==> src/rtl/param_pkg.sv <==
// Shared definitions for the parameter ping-pong bank: packet geometry, FSM encoding,
// and byte offsets of the parameter map as seen through rd_data.
package param_pkg;

    localparam int NUM_BYTES = 55;
    localparam int IDX_W     = 6;

    typedef enum logic [1:0] {
        ST_IDLE    = 2'd0,
        ST_LOAD    = 2'd1,
        ST_PENDING = 2'd2
    } pb_state_e;

    // Parameter map offsets for consumers of the read port
    localparam logic [IDX_W-1:0] OFS_MODE     = 6'd0;
    localparam logic [IDX_W-1:0] OFS_VTX_BASE = 6'd1;
    localparam logic [IDX_W-1:0] OFS_TEX_BASE = 6'd25;
    localparam logic [IDX_W-1:0] OFS_COLOR    = 6'd49;
    localparam logic [IDX_W-1:0] OFS_CSUM     = 6'd54;

    function automatic logic [7:0] sat_inc8(input logic [7:0] v);
        return (v == 8'hFF) ? v : v + 8'd1;
    endfunction

endpackage

==> src/rtl/param_bank_2x.sv <==
// Two NUM_BYTES x 8 register banks with a single write port and a combinational
// read mux; out-of-range read addresses return zero.
module param_bank_2x
    import param_pkg::*;
(
    input  logic             clk,
    input  logic             we,
    input  logic             wr_bank,
    input  logic [IDX_W-1:0] wr_addr,
    input  logic [7:0]       wr_data,
    input  logic             rd_bank,
    input  logic [IDX_W-1:0] rd_addr,
    output logic [7:0]       rd_data
);

    logic [7:0] bank0_r [NUM_BYTES];
    logic [7:0] bank1_r [NUM_BYTES];

    // Byte write into the selected bank; contents are intentionally not reset
    always_ff @(posedge clk) begin
        if (we && (wr_addr < IDX_W'(NUM_BYTES))) begin
            if (wr_bank) begin
                bank1_r[wr_addr] <= wr_data;
            end else begin
                bank0_r[wr_addr] <= wr_data;
            end
        end
    end

    // Read mux over the requested bank
    always_comb begin
        rd_data = 8'h00;
        if (rd_addr < IDX_W'(NUM_BYTES)) begin
            rd_data = rd_bank ? bank1_r[rd_addr] : bank0_r[rd_addr];
        end else begin
            rd_data = 8'h00;
        end
    end

endmodule

==> src/rtl/param_bank_ctrl.sv <==
// Packet sequencer for the ping-pong parameter bank: loads the inactive bank, swaps on frame_start.
// Optional build macro PARAM_CHECKSUM_EN adds an XOR checksum on the last packet byte.
module param_bank_ctrl
    import param_pkg::*;
#(
    parameter int TIMEOUT_CYCLES = 65535,
    parameter int TO_W           = 16
) (
    input  logic             clk,
    input  logic             reset,
    input  logic             update_reg,
    input  logic [IDX_W-1:0] idx,
    input  logic [7:0]       read_data,
    input  logic             pc_ready,
    input  logic             frame_start,
    input  logic [IDX_W-1:0] rd_idx,
    output logic [7:0]       rd_data,
    output logic             bank_sel,
    output logic             commit,
    output logic             frame_valid,
    output logic             pending,
    output logic             err_seq,
    output logic             err_timeout,
    output logic             err_csum,
    output logic [7:0]       drop_cnt
);

    pb_state_e        state_r, state_nxt_s;
    logic [IDX_W-1:0] exp_r, exp_nxt_s;
    logic [TO_W-1:0]  to_r, to_nxt_s;
    logic             bank_sel_r, commit_r, frame_valid_r, pending_r;
    logic             err_seq_r, err_timeout_r, err_csum_r;
    logic [7:0]       drop_cnt_r;
    logic             we_s, wr_bank_s, commit_s, err_seq_s, err_to_s, err_csum_s, drop_s;
    logic             start_s, in_seq_s, csum_bad_s;

    assign start_s  = update_reg && (idx == IDX_W'(0));
    assign in_seq_s = update_reg && (idx == exp_r) && (exp_r < IDX_W'(NUM_BYTES));

`ifdef PARAM_CHECKSUM_EN
    logic [7:0] csum_r;

    // Running XOR over the packet; a byte 0 write restarts it, so a good packet folds to zero
    always_ff @(posedge clk) begin
        if (reset) begin
            csum_r <= 8'h00;
        end else if (we_s) begin
            csum_r <= (idx == IDX_W'(0)) ? read_data : (csum_r ^ read_data);
        end
    end

    assign csum_bad_s = (csum_r != 8'h00);
`else
    assign csum_bad_s = 1'b0;
`endif

    // Next-state, bank write and strobe decode
    always_comb begin
        state_nxt_s = state_r;
        exp_nxt_s   = exp_r;
        to_nxt_s    = to_r;
        we_s        = 1'b0;
        wr_bank_s   = ~bank_sel_r;
        commit_s    = 1'b0;
        err_seq_s   = 1'b0;
        err_to_s    = 1'b0;
        err_csum_s  = 1'b0;
        drop_s      = 1'b0;
        case (state_r)
            ST_IDLE: begin
                if (start_s) begin
                    we_s        = 1'b1;
                    exp_nxt_s   = IDX_W'(1);
                    to_nxt_s    = TO_W'(0);
                    state_nxt_s = ST_LOAD;
                end else begin
                    state_nxt_s = ST_IDLE;
                end
            end
            ST_LOAD: begin
                if (in_seq_s) begin
                    we_s      = 1'b1;
                    exp_nxt_s = exp_r + IDX_W'(1);
                    to_nxt_s  = TO_W'(0);
                end else if (update_reg) begin
                    err_seq_s = 1'b1;
                    drop_s    = 1'b1;
                    to_nxt_s  = TO_W'(0);
                    // A stray byte 0 is taken as the start of a fresh packet
                    if (start_s) begin
                        we_s        = 1'b1;
                        exp_nxt_s   = IDX_W'(1);
                        state_nxt_s = ST_LOAD;
                    end else begin
                        exp_nxt_s   = IDX_W'(0);
                        state_nxt_s = ST_IDLE;
                    end
                end else if (pc_ready) begin
                    exp_nxt_s = IDX_W'(0);
                    to_nxt_s  = TO_W'(0);
                    if (exp_r != IDX_W'(NUM_BYTES)) begin
                        err_seq_s   = 1'b1;
                        drop_s      = 1'b1;
                        state_nxt_s = ST_IDLE;
                    end else if (csum_bad_s) begin
                        err_csum_s  = 1'b1;
                        drop_s      = 1'b1;
                        state_nxt_s = ST_IDLE;
                    end else begin
                        state_nxt_s = ST_PENDING;
                    end
                end else if (to_r == TO_W'(TIMEOUT_CYCLES - 1)) begin
                    err_to_s    = 1'b1;
                    drop_s      = 1'b1;
                    exp_nxt_s   = IDX_W'(0);
                    to_nxt_s    = TO_W'(0);
                    state_nxt_s = ST_IDLE;
                end else begin
                    to_nxt_s = to_r + TO_W'(1);
                end
            end
            ST_PENDING: begin
                if (frame_start) begin
                    commit_s = 1'b1;
                    // Byte 0 arriving with the swap lands in the bank being retired
                    if (start_s) begin
                        we_s        = 1'b1;
                        wr_bank_s   = bank_sel_r;
                        exp_nxt_s   = IDX_W'(1);
                        to_nxt_s    = TO_W'(0);
                        state_nxt_s = ST_LOAD;
                    end else begin
                        state_nxt_s = ST_IDLE;
                    end
                end else if (start_s) begin
                    drop_s      = 1'b1;
                    we_s        = 1'b1;
                    exp_nxt_s   = IDX_W'(1);
                    to_nxt_s    = TO_W'(0);
                    state_nxt_s = ST_LOAD;
                end else begin
                    state_nxt_s = ST_PENDING;
                end
            end
            default: begin
                exp_nxt_s   = IDX_W'(0);
                to_nxt_s    = TO_W'(0);
                state_nxt_s = ST_IDLE;
            end
        endcase
    end

    // State, counters and registered status outputs
    always_ff @(posedge clk) begin
        if (reset) begin
            state_r       <= ST_IDLE;
            exp_r         <= IDX_W'(0);
            to_r          <= TO_W'(0);
            bank_sel_r    <= 1'b0;
            commit_r      <= 1'b0;
            frame_valid_r <= 1'b0;
            pending_r     <= 1'b0;
            err_seq_r     <= 1'b0;
            err_timeout_r <= 1'b0;
            err_csum_r    <= 1'b0;
            drop_cnt_r    <= 8'h00;
        end else begin
            state_r       <= state_nxt_s;
            exp_r         <= exp_nxt_s;
            to_r          <= to_nxt_s;
            bank_sel_r    <= bank_sel_r ^ commit_s;
            commit_r      <= commit_s;
            frame_valid_r <= frame_valid_r | commit_s;
            pending_r     <= (state_nxt_s == ST_PENDING);
            err_seq_r     <= err_seq_s;
            err_timeout_r <= err_to_s;
            err_csum_r    <= err_csum_s;
            drop_cnt_r    <= drop_s ? sat_inc8(drop_cnt_r) : drop_cnt_r;
        end
    end

    param_bank_2x u_bank (
        .clk     (clk),
        .we      (we_s),
        .wr_bank (wr_bank_s),
        .wr_addr (idx),
        .wr_data (read_data),
        .rd_bank (bank_sel_r),
        .rd_addr (rd_idx),
        .rd_data (rd_data)
    );

    assign bank_sel    = bank_sel_r;
    assign commit      = commit_r;
    assign frame_valid = frame_valid_r;
    assign pending     = pending_r;
    assign err_seq     = err_seq_r;
    assign err_timeout = err_timeout_r;
    assign err_csum    = err_csum_r;
    assign drop_cnt    = drop_cnt_r;

endmodule

==> config.mk <==
export PLATFORM = sky130hd
export DESIGN_NAME = param_bank_ctrl
export DESIGN_NICKNAME = d
export VERILOG_FILES = /design/src/rtl/param_pkg.sv /design/src/rtl/param_bank_2x.sv /design/src/rtl/param_bank_ctrl.sv
export SDC_FILE = /design/constraint.sdc
export NUM_CORES = 1
export LEC_CHECK = 0
export BUFFER_PORTS_ARGS = -buffer_cell sky130_fd_sc_hd__buf_2
export CORE_MARGIN = 4
export CORE_UTILIZATION = 40
export CTS_CLUSTER_DIAMETER = 40
export DETAILED_ROUTE_END_ITERATION = 10
export PLACE_DENSITY = 0.64
export SLEW_MARGIN = 20
export SYNTH_ARGS = -nofsm -noshare
export SYNTH_HDL_FRONTEND = slang
export SYNTH_HIERARCHICAL = 1
export SYNTH_SLANG_ARGS = --single-unit
==> constraint.sdc <==
create_clock -name clk -period 4.1 [get_ports clk]
set_clock_uncertainty 0.05 [all_clocks]
set_input_delay 0.205 -clock clk [delete_from_list [all_inputs] [get_ports clk]]
set_output_delay 0.205 -clock clk [all_outputs]
set_load 0.05 [all_outputs]
Yosys cells after proc, flatten, opt, wreduce, memory -nomap -nowiden --
Memories as Yosys holds them, arrays and structs flattened. Cells that the tools add are included.
Word-level totals: register bits after elaboration 38, RAM bits 880, output and inout bits 23, logic and storage cells 91, memories 2
Memories:
- u_bank.bank0_r | depth 55, bits a word 8, read ports 1, clocked after memory_dff 0, wr ports 1, line param_bank_2x.sv:16 | logic [7:0] bank0_r [NUM_BYTES];
- u_bank.bank1_r | depth 55, bits a word 8, read ports 1, clocked after memory_dff 0, wr ports 1, line param_bank_2x.sv:17 | logic [7:0] bank1_r [NUM_BYTES];
Cells by class: add/subtract/negate cells 3, magnitude comparators 3, equal/unequal tests 9, mux-type cells 48, bitwise operators 5, reductions and logical operators 11
Operators by type and width (number):
- two-way mux 16 bit | 5
- one-hot mux 16 bit (2 select lines) | 1
- two-way mux 6 bit | 5
- two-way mux 1 bit | 24
- < comparator 6 bit, second input constant | 3
- adder 16 x 1 -> 16 bit, second input constant | 1
- equality test 16 bit, second input constant | 1
- two-way mux 8 bit | 2
- two-way mux 2 bit | 7
- one-hot mux 6 bit (2 select lines) | 1
- adder 8 x 1 -> 8 bit, second input constant | 1
- equality test 8 bit, second input constant | 1
- adder 6 x 1 -> 6 bit, second input constant | 1
- equality test 6 bit | 1
- zero test 6 bit | 1
- != test 6 bit, second input constant | 1
- one-hot mux 2 bit (3 select lines) | 1
- != test 5 bit, second input constant | 1
- OR reduction 5 bit | 1
- equality test 2 bit, second input constant | 2
- logical AND 1 bit | 4
- one-hot mux 1 bit (2 select lines) | 2
- AND reduction 2 bit | 2
- inverter 1 bit | 3
- 7 further kinds | 7

Longest topological paths before layout --
depth in word-level cells 9, mapped depth 12, depth with buffers taken out 10

Hierarchy --
The synthesis kept the hierarchy.
By module, submodules not included:
- param_bank_2x | times used 1, cells an instance 1634, area each 34433.0 µm², seq. area each 26425.3 µm²
- param_bank_ctrl | times used 1, cells an instance 291, area each 2379.8 µm², seq. area each 760.7 µm²

Least setup slack after synthesis --
OpenSTA, ideal clock, no wires.
path type input to output, start input port rd_idx[0], end output port rd_data[0], arrival 3.262 ns, slack 0.583 ns, cell stages on the path 10, cells stage by stage buf_6 -> buf_12 -> buf_8 -> buf_8 -> buf_8 -> nand2b_1 -> o22ai_1 -> nor4_1 -> a211oi_1 -> a2111oi_1
Between the ends: word-level cells in the longest chain between the ends 3
Ends and longest elaborated chain:
- start, declared | line param_bank_ctrl.sv:16 | input logic [IDX_W-1:0] rd_idx,
- memory read (55 x 8 bit), on equally long branches
- two-way mux 8 bit | line param_bank_2x.sv:34 | rd_data = rd_bank ? bank1_r[rd_addr] : bank0_r[rd_addr];
- two-way mux 8 bit (*) | line param_bank_2x.sv:33 | if (rd_addr < IDX_W'(NUM_BYTES)) begin
- end, declared | line param_bank_ctrl.sv:17 | output logic [7:0] rd_data,
Mark *: on every way between the ends. The rest lies on a longest branch, timed or not.

Worst setup path after layout --
start input port update_reg, end memory u_bank.bank0_r[54][5], enable pin
Between the ends: word-level cells in the longest chain between the ends 8
Ends and longest elaborated chain:
- start, declared | line param_bank_ctrl.sv:11 | input logic update_reg,
- logical AND 1 bit | line param_bank_ctrl.sv:37 | assign start_s = update_reg && (idx == IDX_W'(0));
- two-way mux 1 bit
- two-way mux 1 bit | line param_bank_ctrl.sv:85 | end else if (update_reg) begin
- two-way mux 1 bit | line param_bank_ctrl.sv:81 | if (in_seq_s) begin
- one-hot mux 1 bit (2 select lines) (*) | line param_bank_ctrl.sv:69 | case (state_r)
- named net we_s | line param_bank_ctrl.sv:34 | logic we_s, wr_bank_s, commit_s, err_seq_s, err_to_s, err_csum_s, drop_s;
- logical AND 1 bit (*) | line param_bank_2x.sv:21 | if (we && (wr_addr < IDX_W'(NUM_BYTES))) begin
- two-way mux 1 bit (*) | line param_bank_2x.sv:21
- two-way mux 1 bit (not written as such) (*) | line param_bank_2x.sv:25 | bank0_r[wr_addr] <= wr_data;
- end, declared | line param_bank_2x.sv:16
Mark *: on every way through the listed nets, which the timed path passes. The rest lies on a longest branch.

==> summary.txt <==
Status
  – Status: completed

Clock network
  – Sink Count: 918
  – Clk root buf: clkbuf_16
  – Num CTS Buffers: 113
  – Clock buffer depth: 3
  – Cts repair resizes: 0
  – H-tree depth: 3
  – CTS tree: yes
  – Clock latency on the worst-skew pair: 0.67 ns
  – Clock-pin slew on the worst setup and hold paths: 0.06 ns

Global route
  – Pin count of the biggest net entering global routing: 82
  – Total gr overflow: 0
  – Global-route wire length before repair: 136 mm
  – Initial antenna violation count: 2
  – GR Util All Layers: 0.187
  – Vias in the first global route: 20058

Critical path
  – Critical Path End Type: flip-flop
  – Worst r2r path cells: 11
  – RR Endpoint: u_bank/bank0_r[54][5]$_DFFE_PP_
  – Crit path required time: 4.43 ns
  – CP startpoint kind: input pin
  – R2r setup slk: 0.53 ns
  – Crit Path Max Fanout: 7
  – Worst reg2reg startpoint: exp_r[0]$_SDFFE_PP0P_
  – CP arrival: 3.92 ns
  – WS Path Type: input pin to flip-flop

STA
  – Slew Limit Fails: 0
  – RSZ-0062 raised after global routing: false
  – Fin crit period: 3.59 ns
  – Final Hold Vio Count: 0
  – Final worst path period share: 0.875
  – Final setup vio count: 0
  – Setup TNS Final: 0 ns
  – Worst-margin pin slew: 1.05 ns
  – Max_slew headroom: 0.299
  – Achievable Freq: 279 MHz

Synth
  – Synth Flop Type: edfxtp_1
  – Cell variety after synth: 81
  – Syn avg cell area: 19.1 µm²
  – Synth Instances: 1925
  – Post-synth top cells: edfxtp_1, mux4_2, nor2_1
  – Post-Synth Adder-Cell Area: 0.00306
  – FF+latch count, synth: 918
  – Post-synth EDFFs: 880
  – Fraction of the mapped netlist area in simple logic gates: 0.0542
  – Register area share after synthesis: 0.738
  – Post-synth top area cell: edfxtp_1
  – Largest family of logic cells by synthesized area: multiplexers
  – XOR/XNOR Fraction of Synth Area: 0.00547
  – Yosys warning count: 6
  – Synth Cell Area: 36800 µm²
  – Largest cells by area after synthesis: edfxtp_1, mux4_2, dfxtp_1
  – Syn_nets: 1959
  – Synth async-reset ratio: 0
  – Compound-gate portion of the synthesized area: 0.0335
  – Mux cell area share after synthesis: 0.145
  – Post-synth top area share: 0.718
  – Most common cell in the netlist: edfxtp_1

Flow run
  – Max cap viols: 0

Power
  – Max rail drop VDD: 336 µV
  – P per Cell Area: 496 nW/µm²
  – Tot Pwr: 21.5 mW
  – Pleak: 14.0 nW

Route
  – Vias/cell: 5.74
  – Number of vias in the routed layout: 19744
  – Post-DRT Antenna Nets: 0
  – Initial DRC Count: 2225
  – Final wirelength: 91.2 mm
  – Remaining DRCs: 0
  – WL per Instance: 26.5 µm
  – TritonRoute pass-1 iters: 5

Die
  – Initial Util: 0.402
  – Die X: 311 µm
  – FP Rows: 111
  – Die height: 311 µm
  – Ports: 48
  – Die area: 96900 µm²
  – Core ar.: 91500 µm²

Hold path
  – Worst hold-check path type: input pin to flip-flop
  – Min-Delay Endpoint: u_bank/bank1_r[22][5]$_DFFE_PP_
  – Hold depth: 1
  – Hold Crit Start: read_data[5]

Layout
  – Final Non-Filler Cells: 3440
  – Final nets: 2189
  – N_diodes: 0
  – Util after Layout: 0.474
  – Share of cells above drive strength 1: 0.294
  – Final Instance Area: 43400 µm²
  – Area delta synth->final: 18.0%

Placement
  – DP Wirelength: 57.0 mm
  – Port Buffers: 46
  – Placer Congestion: 0.832
  – DP Area: 39400 µm²
  – Placed cells: 3221
-- flip-flops by register name, indices dropped and copies added, names as in the netlist --
signal / cells
bank_sel: 1
to_r: 16
commit: 1
u_bank/bank1_r: 440
state_r: 2
pending: 1
err_seq: 1
drop_cnt: 8
u_bank/bank0_r: 440
frame_valid: 1
exp_r: 6
err_timeout: 1
-- worst max-delay path: stages --
cell	delay, ns
dlygate4sd3_1	0.54
buf_2	0.16
or4b_1	0.60
nor2_1	0.32
o21ai_0	0.16
a21oi_1	0.34
nand2_1	0.11
nor2_1	0.60
nand2_1	0.37
nor2_1	0.30
buf_4	0.20
-- report_power, final --
| group | total, mW | switching (mW) | internal, mW |
|---|---|---|---|
| Sequential | 10.3 | 0.00394 | 10.3 |
| Combinational | 1.05 | 0.670 | 0.381 |
| Clock | 10.2 | 4.03 | 6.18 |
-- per-layer routing --
layer	GRT usage	up-vias	part of all wire
met1	0.257	10349	0.40
met5	0	-	0.000099
met4	0.0575	2	0.028
met3	0.0317	144	0.077
li1	-	8360	-
met2	0.309	889	0.49
-- worst max-delay path by stage --
stage	depth (start not counted)	startpoint	slack (ns)	end
after floorplan	10	rd_idx[0]	0.58	rd_data[0]
final	11	update_reg	0.51	u_bank/bank0_r[54][5]$_DFFE_PP_
after global placement	10	idx[3]	0.40	u_bank/bank0_r[46][4]$_DFFE_PP_
after global routing	11	update_reg	0.28	u_bank/bank0_r[54][5]$_DFFE_PP_
after detailed placement	10	idx[3]	0.31	u_bank/bank0_r[54][6]$_DFFE_PP_
after CTS	11	update_reg	0.56	u_bank/bank0_r[44][0]$_DFFE_PP_
-- cells by family (layout without fill, tap and decap cells) --
family / after synthesis / after routing
flip-flops: 918 / 918
AO/OA/AOI/OAI: 172 / 172
other: 1 / 1
buffers and inverters: 125 / 454
multiplexers: 255 / 255
XOR/XNOR: 23 / 23
adder cells (fa/ha/maj): 9 / 9
AND/OR/NAND/NOR: 422 / 422
-- layout make-up --
class / instances / area [µm²]
fillers: 7449 / 48100
flip-flops and latches: 918 / 27200
multi-input cells: 882 / 8890
clock buffers: 123 / 2870
repair buffers: 224 / 1850
well taps: 1186 / 1480
clock inverters: 91 / 1090
inverters: 16 / 60.1
-- layout by cell type, fill, tap and decap left out, types with 6 or more instances in the layout --
master | Yosys | final
nor2_1 | 162 | 162
dfxtp_1 | 38 | 38
xnor2_1 | 19 | 19
mux2_2 | 7 | 7
clkbuf_16 | 0 | 113
buf_12 | 1 | 17
mux2i_1 | 24 | 24
nor4_1 | 14 | 14
a31oi_1 | 18 | 18
buf_4 | 14 | 173
o211ai_1 | 10 | 10
clkinv_2 | 0 | 17
clkbuf_1 | 34 | 10
clkinv_1 | 2 | 12
ha_1 | 9 | 9
clkinv_4 | 0 | 13
edfxtp_1 | 880 | 880
or3_1 | 8 | 8
a211oi_1 | 9 | 9
nand3b_1 | 6 | 6
inv_1 | 13 | 13
nor3_1 | 13 | 13
a21oi_1 | 24 | 24
nand2_1 | 104 | 104
nor2b_1 | 18 | 18
nand3_1 | 34 | 34
mux4_2 | 221 | 221
nand2b_1 | 11 | 11
nand4_1 | 9 | 9
and3_1 | 10 | 10
o22ai_1 | 14 | 14
clkinvlp_4 | 0 | 9
inv_6 | 0 | 17
buf_2 | 34 | 27
a22oi_1 | 20 | 20
bufinv_16 | 0 | 16
o21ai_0 | 18 | 18
-- through the flow --
step	hold slack [ns]	setup WS, ns
6_report	0.0885	0.513
5_1_grt	0.121	0.279
4_1_cts	0.0743	0.555
3_5_place_dp	0.435	0.310
3_3_place_gp	0.429	0.404
2_1_floorplan	0.254	0.583
-- repair_timing --
item / 4_1_cts / 5_1_grt
hold buffers: 5 / 0
setup buffers: 0 / 0
endpoints found under the hold margin: 8 / 0
setup endpoints to repair: 0 / 0
Note: power is estimated with default switching activity, not from simulation.
